--- src/rtl/boss_pkg.sv ---
// Shared types and frame-count constants for the boss attack controller.
package boss_pkg;

    typedef enum logic [2:0] {
        ST_IDLE      = 3'd0,
        ST_SPAWN     = 3'd1,
        ST_SWEEP     = 3'd2,
        ST_TELEGRAPH = 3'd3,
        ST_DIVE      = 3'd4,
        ST_RISE      = 3'd5,
        ST_DEFEATED  = 3'd6
    } boss_state_t;

    localparam int TW = 10;

    localparam logic [TW-1:0] SPAWN_FRAMES = 10'd2;
    localparam logic [TW-1:0] SWEEP_EASY   = 10'd240;
    localparam logic [TW-1:0] SWEEP_MED    = 10'd180;
    localparam logic [TW-1:0] SWEEP_HARD   = 10'd120;
    localparam logic [TW-1:0] FIRE_EASY    = 10'd60;
    localparam logic [TW-1:0] FIRE_MED     = 10'd40;
    localparam logic [TW-1:0] FIRE_HARD    = 10'd24;
    localparam logic [TW-1:0] HOLD_FRAMES  = 10'd30;
    localparam logic [TW-1:0] DIVE_TIMEOUT = 10'd120;

    typedef struct packed {
        logic [TW-1:0] sweep;
        logic [TW-1:0] fire;
    } diff_lim_t;

    // Medium wins over hard when both bits are set; neither means easy.
    function automatic diff_lim_t diff_decode(input logic med, input logic hard);
        diff_lim_t r;
        if (med) begin
            r.sweep = SWEEP_MED;
            r.fire  = FIRE_MED;
        end else if (hard) begin
            r.sweep = SWEEP_HARD;
            r.fire  = FIRE_HARD;
        end else begin
            r.sweep = SWEEP_EASY;
            r.fire  = FIRE_EASY;
        end
        return r;
    endfunction

endpackage

--- src/rtl/frame_timer.sv ---
// Free-running frame counter with synchronous clear; done flags the last frame of a limit-long window.
module frame_timer #(
    parameter int W = 10
) (
    input  logic         frame_clk,
    input  logic         Reset,
    input  logic         clear,
    input  logic [W-1:0] limit,
    output logic [W-1:0] count,
    output logic         done
);

    // Count frames; clear takes priority over incrementing.
    always_ff @(posedge frame_clk) begin
        if (Reset || clear) count <= '0;
        else                count <= count + W'(1);
    end

    assign done = (count == limit - W'(1));

endmodule

--- src/rtl/boss_attack_ctrl.sv ---
// Final-stage boss attack sequencer: spawn -> sweep -> telegraph -> dive -> rise, until defeated.
module boss_attack_ctrl
    import boss_pkg::*;
(
    input  logic       frame_clk,
    input  logic       Reset,
    input  logic       start,
    input  logic [2:0] difficulty,
    input  logic       hit_top,
    input  logic       hit_bottom,
    input  logic       beat_Boss,
    output logic       spawn,
    output logic       Boss_exists,
    output logic       flydown,
    output logic       rise,
    output logic       hold,
    output logic       back_and_forth,
    output logic       boss_fire,
    output logic       boss_defeated,
    output logic [3:0] dive_count,
    output logic [2:0] state_dbg
);

    boss_state_t   state, state_nxt;
    diff_lim_t     lim_now;
    logic [TW-1:0] sweep_lim, st_limit, st_count, fire_count;
    logic          st_done, fire_done, active, sweep_entry;
    logic          unused_ok;

    assign lim_now     = diff_decode(difficulty[1], difficulty[2]);
    assign active      = (state == ST_SWEEP) || (state == ST_TELEGRAPH) ||
                         (state == ST_DIVE)  || (state == ST_RISE);
    assign sweep_entry = (state != ST_SWEEP) && (state_nxt == ST_SWEEP);
    assign unused_ok   = ^{st_count, fire_count, difficulty[0]};

    // Per-state duration; states without a duration leave done effectively unreachable.
    always_comb begin
        st_limit = '0;
        case (state)
            ST_SPAWN:     st_limit = SPAWN_FRAMES;
            ST_SWEEP:     st_limit = sweep_lim;
            ST_TELEGRAPH: st_limit = HOLD_FRAMES;
            ST_DIVE:      st_limit = DIVE_TIMEOUT;
            default:      st_limit = '0;
        endcase
    end

    // State timer restarts on every state change so each state starts at frame 0.
    frame_timer #(.W(TW)) u_state_timer (
        .frame_clk (frame_clk),
        .Reset     (Reset),
        .clear     (state_nxt != state),
        .limit     (st_limit),
        .count     (st_count),
        .done      (st_done)
    );

    // Fire counter only runs in SWEEP and wraps after each strobe; fire period follows live difficulty.
    frame_timer #(.W(TW)) u_fire_timer (
        .frame_clk (frame_clk),
        .Reset     (Reset),
        .clear     ((state != ST_SWEEP) || fire_done),
        .limit     (lim_now.fire),
        .count     (fire_count),
        .done      (fire_done)
    );

    // Next-state: defeat beats stage-abort, which beats the normal sequence.
    always_comb begin
        state_nxt = state;
        if (active && beat_Boss) begin
            state_nxt = ST_DEFEATED;
        end else if ((state != ST_IDLE) && (state != ST_DEFEATED) && !start) begin
            state_nxt = ST_IDLE;
        end else begin
            case (state)
                ST_IDLE:      if (start)                  state_nxt = ST_SPAWN;
                ST_SPAWN:     if (st_done)                state_nxt = ST_SWEEP;
                ST_SWEEP:     if (st_done)                state_nxt = ST_TELEGRAPH;
                ST_TELEGRAPH: if (st_done)                state_nxt = ST_DIVE;
                ST_DIVE:      if (hit_bottom || st_done)  state_nxt = ST_RISE;
                ST_RISE:      if (hit_top)                state_nxt = ST_SWEEP;
                ST_DEFEATED:  if (!start)                 state_nxt = ST_IDLE;
                default:                                  state_nxt = ST_IDLE;
            endcase
        end
    end

    // State register.
    always_ff @(posedge frame_clk) begin
        if (Reset) state <= ST_IDLE;
        else       state <= state_nxt;
    end

    // Sweep length is locked in at SWEEP entry so mid-sweep difficulty changes wait a cycle.
    always_ff @(posedge frame_clk) begin
        if (Reset)            sweep_lim <= SWEEP_EASY;
        else if (sweep_entry) sweep_lim <= lim_now.sweep;
    end

    // Completed dive/rise cycles, saturating.
    always_ff @(posedge frame_clk) begin
        if (Reset)
            dive_count <= '0;
        else if ((state == ST_RISE) && (state_nxt == ST_SWEEP) && (dive_count != 4'hF))
            dive_count <= dive_count + 4'd1;
    end

    // Moore command decode; fire strobe is gated by SWEEP so it never leaks past the exit.
    always_comb begin
        spawn          = 1'b0;
        Boss_exists    = 1'b0;
        flydown        = 1'b0;
        rise           = 1'b0;
        hold           = 1'b0;
        back_and_forth = 1'b0;
        boss_defeated  = 1'b0;
        case (state)
            ST_SPAWN:     spawn = 1'b1;
            ST_SWEEP:     begin Boss_exists = 1'b1; back_and_forth = 1'b1; end
            ST_TELEGRAPH: begin Boss_exists = 1'b1; hold = 1'b1; end
            ST_DIVE:      begin Boss_exists = 1'b1; flydown = 1'b1; end
            ST_RISE:      begin Boss_exists = 1'b1; rise = 1'b1; end
            ST_DEFEATED:  boss_defeated = 1'b1;
            default:      ;
        endcase
    end

    assign boss_fire = (state == ST_SWEEP) && fire_done;
    assign state_dbg = state;

endmodule
--- config.mk ---
export PLATFORM = sky130hd
export DESIGN_NAME = boss_attack_ctrl
export DESIGN_NICKNAME = d
export VERILOG_FILES = /design/src/rtl/boss_pkg.sv /design/src/rtl/frame_timer.sv /design/src/rtl/boss_attack_ctrl.sv
export SDC_FILE = /design/constraint.sdc
export NUM_CORES = 1
export LEC_CHECK = 0
export ABC_AREA = 1
export CAP_MARGIN = 15
export CORE_MARGIN = 2
export CORE_UTILIZATION = 40
export CTS_BUF_LIST = sky130_fd_sc_hd__clkbuf_8
export DETAILED_ROUTE_END_ITERATION = 12
export PLACE_DENSITY_LB_ADDON = 0.12
export SYNTH_ARGS = -nofsm -noshare
export SYNTH_HDL_FRONTEND = slang
export SYNTH_SLANG_ARGS = --single-unit
--- constraint.sdc ---
create_clock -name frame_clk -period 4.1 [get_ports frame_clk]
set_input_delay 0.82 -clock frame_clk [delete_from_list [all_inputs] [get_ports frame_clk]]
set_output_delay 0.82 -clock frame_clk [all_outputs]
set_load 0.005 [all_outputs]
### Word level (Yosys, flattened, before mapping)

Index checks and enable logic that the tools add are counted.

| operators by class | value |
|---|---|
| reductions and logical operators | 18 |
| multiplexer cells | 20 |
| $add $sub $neg | 5 |
| equality and inequality tests | 13 |

Operators by type and width:

| operator | number |
|---|---|
| 10-bit case mux with 4 select lines | 1 |
| 18-bit 2-to-1 mux | 2 |
| 3-bit 2-to-1 mux | 9 |
| 3-bit case mux with 7 select lines | 1 |
| 10-bit by 1-bit adder with 10-bit output (second input constant) | 2 |
| 10-bit equality test | 2 |
| 10-bit by 1-bit subtractor with 10-bit output (second input constant) | 2 |
| 3-bit by 2-bit equality test with 1-bit output (second input constant) | 3 |
| 3-bit equality test (second input constant) | 3 |
| 1-bit logical AND | 7 |
| 1-bit logical OR | 7 |
| 1-bit 2-to-1 mux | 7 |
| 4-bit by 1-bit adder with 4-bit output (second input constant) | 1 |
| 4-bit != test (second input constant) | 1 |
| 4-bit OR reduction | 1 |
| 3-bit by 1-bit equality test with 1-bit output (second input constant) | 1 |
| 3-bit logical NOT | 1 |
| 3-bit by 2-bit != test with 1-bit output (second input constant) | 1 |
| 3-bit != test | 1 |
| 3-bit != test (second input constant) | 1 |
| 3-bit nonzero test | 1 |
| 1-bit logical NOT | 1 |

| storage, ports and cells | value |
|---|---|
| output and inout port bits | 15 |
| word-level logic and storage cells | 61 |
| register bits | 37 |

### Depth between registers and ports, before layout

| depth | value |
|---|---|
| depth after elaboration | 12 |
| mapped depth | 24 |
| mapped depth without buffers | 24 |

### Cells and area by module

A second synthesis with hierarchy kept.

| second synthesis, totals | value |
|---|---|
| cell total of the unflattened synthesis | 391 |
| area, all modules | 2,468.6 um2 |

By module, submodules not included:

| module | area each (um2) | cells each | instances | sequential area each (um2) |
|---|---|---|---|---|
| frame_timer | 784.5 | 128 | 2 | 200.2 |
| boss_attack_ctrl | 899.6 | 135 | 1 | 220.2 |

### Worst setup path after synthesis

No wires, ideal clock.

| timing path | value |
|---|---|
| path type | reg2reg |
| start | reg state[0] (netlist: state_dbg[0]) |
| end | reg dive_count[2] |
| data required time | 3,970 ps |
| arrival time | 2,312 ps |
| cell stages (with the launch flop) | 21 |
| period minus slack after synthesis | 2,442 ps |
| path slack | 1,658 ps |
| path through | dfxtp_1 -> buf_2 -> nor2_1 -> nor2_1 -> inv_1 -> ha_1 -> inv_1 -> nand2_1 -> nand3_1 -> inv_1 -> nand2_1 -> a21oi_1 -> nand3_1 -> nor2_2 -> nand3_1 -> nand3_1 -> nand2_2 -> nor2_4 -> nand3_2 -> nand2_1 -> a21oi_1 |

| on the way | value |
|---|---|
| word-level cells in the longest chain between the ends | 12 |

Ends and longest elaborated chain:

| what | line | text |
|---|---|---|
| start, declared | boss_attack_ctrl.sv:24 | `boss_state_t state, state_nxt;` |
| start signal, assigned | boss_attack_ctrl.sv:92 | `else state <= state_nxt;` |
| 3-bit equality test, or another cell as far along | boss_attack_ctrl.sv:32, boss_attack_ctrl.sv:39, boss_attack_ctrl.sv:76 |  |
| 10-bit case mux with 4 select lines | boss_attack_ctrl.sv:39 | `case (state)` |
| 10-bit by 1-bit subtractor with 10-bit output | frame_timer.sv:19 | `assign done = (count == limit - W'(1));` |
| 10-bit equality test | frame_timer.sv:19 |  |
| 1-bit logical OR | boss_attack_ctrl.sv:81 | `ST_DIVE: if (hit_bottom \|\| st_done) state_nxt = ST_RISE;` |
| 3-bit 2-to-1 mux | boss_attack_ctrl.sv:81 |  |
| 3-bit case mux with 7 select lines | boss_attack_ctrl.sv:76 | `case (state)` |
| 3-bit 2-to-1 mux | boss_attack_ctrl.sv:73 | `end else if ((state != ST_IDLE) && (state != ST_DEFEATED) && !start) begin` |
| 3-bit 2-to-1 mux | boss_attack_ctrl.sv:71 | `if (active && beat_Boss) begin` |
| 3-bit by 2-bit equality test with 1-bit output | boss_attack_ctrl.sv:105 | `else if ((state == ST_RISE) && (state_nxt == ST_SWEEP) && (dive_count != 4'hF))` |
| 1-bit logical AND * (2 in a row) | boss_attack_ctrl.sv:105 |  |
| end signal, assigned | boss_attack_ctrl.sv:106 | `dive_count <= dive_count + 4'd1;` |
| end, declared | boss_attack_ctrl.sv:20 | `output logic [3:0] dive_count,` |

Every way passes the cells marked *; elsewhere a longest branch is shown, timed or not.
A chain may end at the register's enable or synchronous reset.

### Worst setup path in the final report

| timing path | value |
|---|---|
| start | in difficulty[1] |
| end | out boss_fire |

| on the way | value |
|---|---|
| word-level cells in the longest chain between the ends | 4 |

Ends and longest elaborated chain:

| what | line | text |
|---|---|---|
| start, declared | boss_attack_ctrl.sv:8 | `input logic [2:0] difficulty,` |
| 18-bit 2-to-1 mux | boss_pkg.sv:34 | `if (med) begin` |
| 10-bit by 1-bit subtractor with 10-bit output | frame_timer.sv:19 |  |
| 10-bit equality test | frame_timer.sv:19 |  |
| 1-bit logical AND | boss_attack_ctrl.sv:129 | `assign boss_fire = (state == ST_SWEEP) && fire_done;` |
| end, declared | boss_attack_ctrl.sv:18 | `output logic boss_fire,` |

Every way passes these cells.

==> reports/results.md <==
## STA
- 3.45 ns — min Tclk post-route
- 84.2% — ratio of final minimum period to clock period
- 0.290 GHz — maximum frequency from static timing analysis
- 0 ns — final setup TNS
- 68.9% — headroom to the max-slew limit
- 0 — Pins Over Slew Limit
- 0.459 ns — minimum hold slack
- 0 — final setup fails
- false — setup repair after global routing missed its margin
- 0.00867 ns — Worst Skew
- 0.464 ns — Slew @ Worst Pin
- 0 — number of failing hold endpoints at the final stage

## Clock network
- sky130_fd_sc_hd__clkbuf_8 — clock root buffer
- 0 — total of hold buffers inserted after clock tree synthesis
- 0.07 ns — clock transition time at the flip-flop clock pins of the worst setup and hold paths
- 0.28 ns — clock latency of the later-clocked register in the worst-skew pair
- 2 — htree depth
- 0 — Resized Gates After CTS
- 2 — Max clock buf depth
- yes — clock tree from TritonCTS
- 31 — number of sinks on the clock net
- 0 — # Post-CTS Setup Buffers
- 5 — clock buffer count from CTS

## Power
- 0.948 nW — Leak Pwr
- 459 mW/mm2 — cell area power density
- 1.08 mW — Pwr Total
- 0.241 mV — worst voltage drop across the vdd grid

## Setup path
- 3.28 ns — endpoint required time on the critical path
- input port to primary output — worst setup path class
- 2.63 ns — signal arrival time at the worst endpoint
- primary output — Setup crit end kind
- 19 — cells on worst reg2reg path
- 1.02 ns — R2R Setup Slk
- 5 — Worst Path Max Fanout
- input port — startpoint class of the critical path

## Routing
- 4.97 — via count normalized by instance count
- 4300 um — total routed wirelength
- 11.4 um — average wire length per cell after detail routing
- 0 — Final ANT Viol Nets
- 123 — DRC violation total after the first TritonRoute iteration
- 1875 — total via count after detailed routing
- 4 — DRT Pass-1 Iters
- 0 — Remaining DRCs

## Synthesis
- 296 — Mapped Cells
- 0.00194 mm2 — cell area after technology mapping
- 0 — Yosys warning total
- sky130_fd_sc_hd__nand2_1 — most frequent cell after synthesis
- 35 — distinct cell type count of the synthesized netlist
- sky130_fd_sc_hd__dfxtp_1 — cell type contributing the most total cell area after synthesis
- 32.0% — Seq/Total Area, Yosys
- 0% — proportion of register bits with asynchronous set or reset after synthesis
- 32.0% — fraction of post-synthesis cell area in the top cell type by area
- sky130_fd_sc_hd__dfxtp_1 32%, sky130_fd_sc_hd__nand2_1 14%, sky130_fd_sc_hd__nor2_1 8.7% — top cells by area in the synthesized netlist
- 31 — flip-flop and latch count after synthesis
- 6.55 um2 — synthesized area per cell
- 72 x sky130_fd_sc_hd__nand2_1, 45 x sky130_fd_sc_hd__nor2_1, 38 x sky130_fd_sc_hd__inv_1 — most common library cells after synthesis
- 0 — number of synthesized flops with an enable pin
- 309 — nets in the synthesized netlist
- sky130_fd_sc_hd__dfxtp_1 — top_reg_cell synth

## Global routing
- 7470 um — first-pass GRT wire length
- 14 — pin count of the biggest net entering global routing
- 17.7% — overall track demand over capacity in global routing
- 1698 — vias in the first global route
- 0 — number of antenna violations at the first check in global routing
- 0 — global-route congestion overflow total

## Place
- 22 — count of port buffers added during placement
- 3290 um — placed wire-length estimate after detailed placement
- 0.873 — final weighted congestion of routability-driven global placement

## Cells and area
- 8.36% — ratio of cells with drive above 1 in the final layout
- 0 — n_diodes
- 335 — Final #Nets
- 49.9% — core utilization of the finished layout
- 20.8% — Synth-to-Final Area Change

## Die
- 25 — number of core rows
- 41.3% — initial core utilization
- 24 — total I/O pin count
- 73.6 um — Die Wd
- 0.00469 mm2 — Std-Cell Core Area
- 73.6 um — chip height
- 0.00542 mm2 — area of the die

## Flow run
- 0 — # Max-Cap Violations

## Status
- complete, no violations — result of the run

## Worst hold path
- register to register — Tightest Hold Check Type
- 2 — worst hold path depth

==> cell usage in the layout, fill, tap and decap left out, types with 2 or more instances in the layout <==
cell                              count
sky130_fd_sc_hd__a21oi_1             14
sky130_fd_sc_hd__o21ai_0              4
sky130_fd_sc_hd__nand2_2              6
sky130_fd_sc_hd__xor2_1              10
sky130_fd_sc_hd__xnor2_1              3
sky130_fd_sc_hd__nand3b_1             2
sky130_fd_sc_hd__nor2_1              45
sky130_fd_sc_hd__dfxtp_1             31
sky130_fd_sc_hd__inv_1               39
sky130_fd_sc_hd__clkdlybuf4s50_1     22
sky130_fd_sc_hd__inv_2                2
sky130_fd_sc_hd__nand4_1             12
sky130_fd_sc_hd__ha_1                 4
sky130_fd_sc_hd__nor3_1               3
sky130_fd_sc_hd__nand3_1             25
sky130_fd_sc_hd__bufinv_16            2
sky130_fd_sc_hd__nand3_2              4
sky130_fd_sc_hd__nand2_1             72
sky130_fd_sc_hd__nor2_2               3
sky130_fd_sc_hd__clkbuf_8             5
==> path summary, 6_finish.rpt <==
| path | startpoint | to |
|---|---|---|
| hold / removal | sweep_lim[7] | sweep_lim[7] |
| setup reg to reg | state_dbg[0] | u_state_timer.count[5] |
| setup / recovery | difficulty[1] | boss_fire |
| hold reg to reg | sweep_lim[7] | sweep_lim[7] |
==> flip-flops by register name (all words and copies together) (netlist names) <==
signal               cells
u_fire_timer.count      10
u_state_timer.count     10
dive_count               4
sweep_lim                4
state_dbg                3
==> critical path, cell delays in order <==
cell	delay [ns]
sky130_fd_sc_hd__clkdlybuf4s50_1	0.48
sky130_fd_sc_hd__a2111oi_0	0.46
sky130_fd_sc_hd__o2111ai_1	0.22
sky130_fd_sc_hd__nor2_1	0.14
sky130_fd_sc_hd__clkdlybuf4s50_1	0.51
==> per-stage QoR <==
step                setup WS, ns  cell area, um2  cells
CTS                        0.648            2340    377
global placement           0.713            2210    369
finish                     0.647            2340    377
floorplan                   1.66            1940    296
global route               0.343            2340    377
detailed placement         0.662            2210    369
==> cells by family (layout without fill, tap and decap cells) <==
| kind of cell | Yosys count | after routing | share of synthesized area (%) |
|---|---|---|---|
| AO/OA/AOI/OAI | 26 | 26 | 8.07 |
| XOR/XNOR | 13 | 13 | 5.87 |
| adder cells (fa/ha/maj) | 4 | 4 | 2.58 |
| buffers and inverters | 43 | 70 | 8.58 |
| flip-flops | 31 | 31 | 32.0 |
| AND/OR/NAND/NOR | 179 | 179 | 42.9 |
==> final cells by class <==
cell class                 instances  area [um2]
clock buffer                       5        68.8
clock inverter                     3        63.8
fill                             493        2350
inverter                          40         150
multi-input combinational        222        1150
sequential                        31         621
tap                               54        67.6
timing repair buffer              22         220
==> report_power, final <==
| part | total, mW | switching [mW] | internal, mW |
|---|---|---|---|
| combinational | 0.372 | 0.239 | 0.133 |
| sequential | 0.351 | 0.0299 | 0.321 |
| clock | 0.352 | 0.112 | 0.240 |
==> routing by layer <==
metal | routed length [um] | global-route usage, %
met5 | 0 | 0
met4 | 90 | 8.48
met3 | 149 | 4.12
met2 | 1900 | 27.9
met1 | 2160 | 22.6
Note: power is estimated with default switching activity, not from simulation.
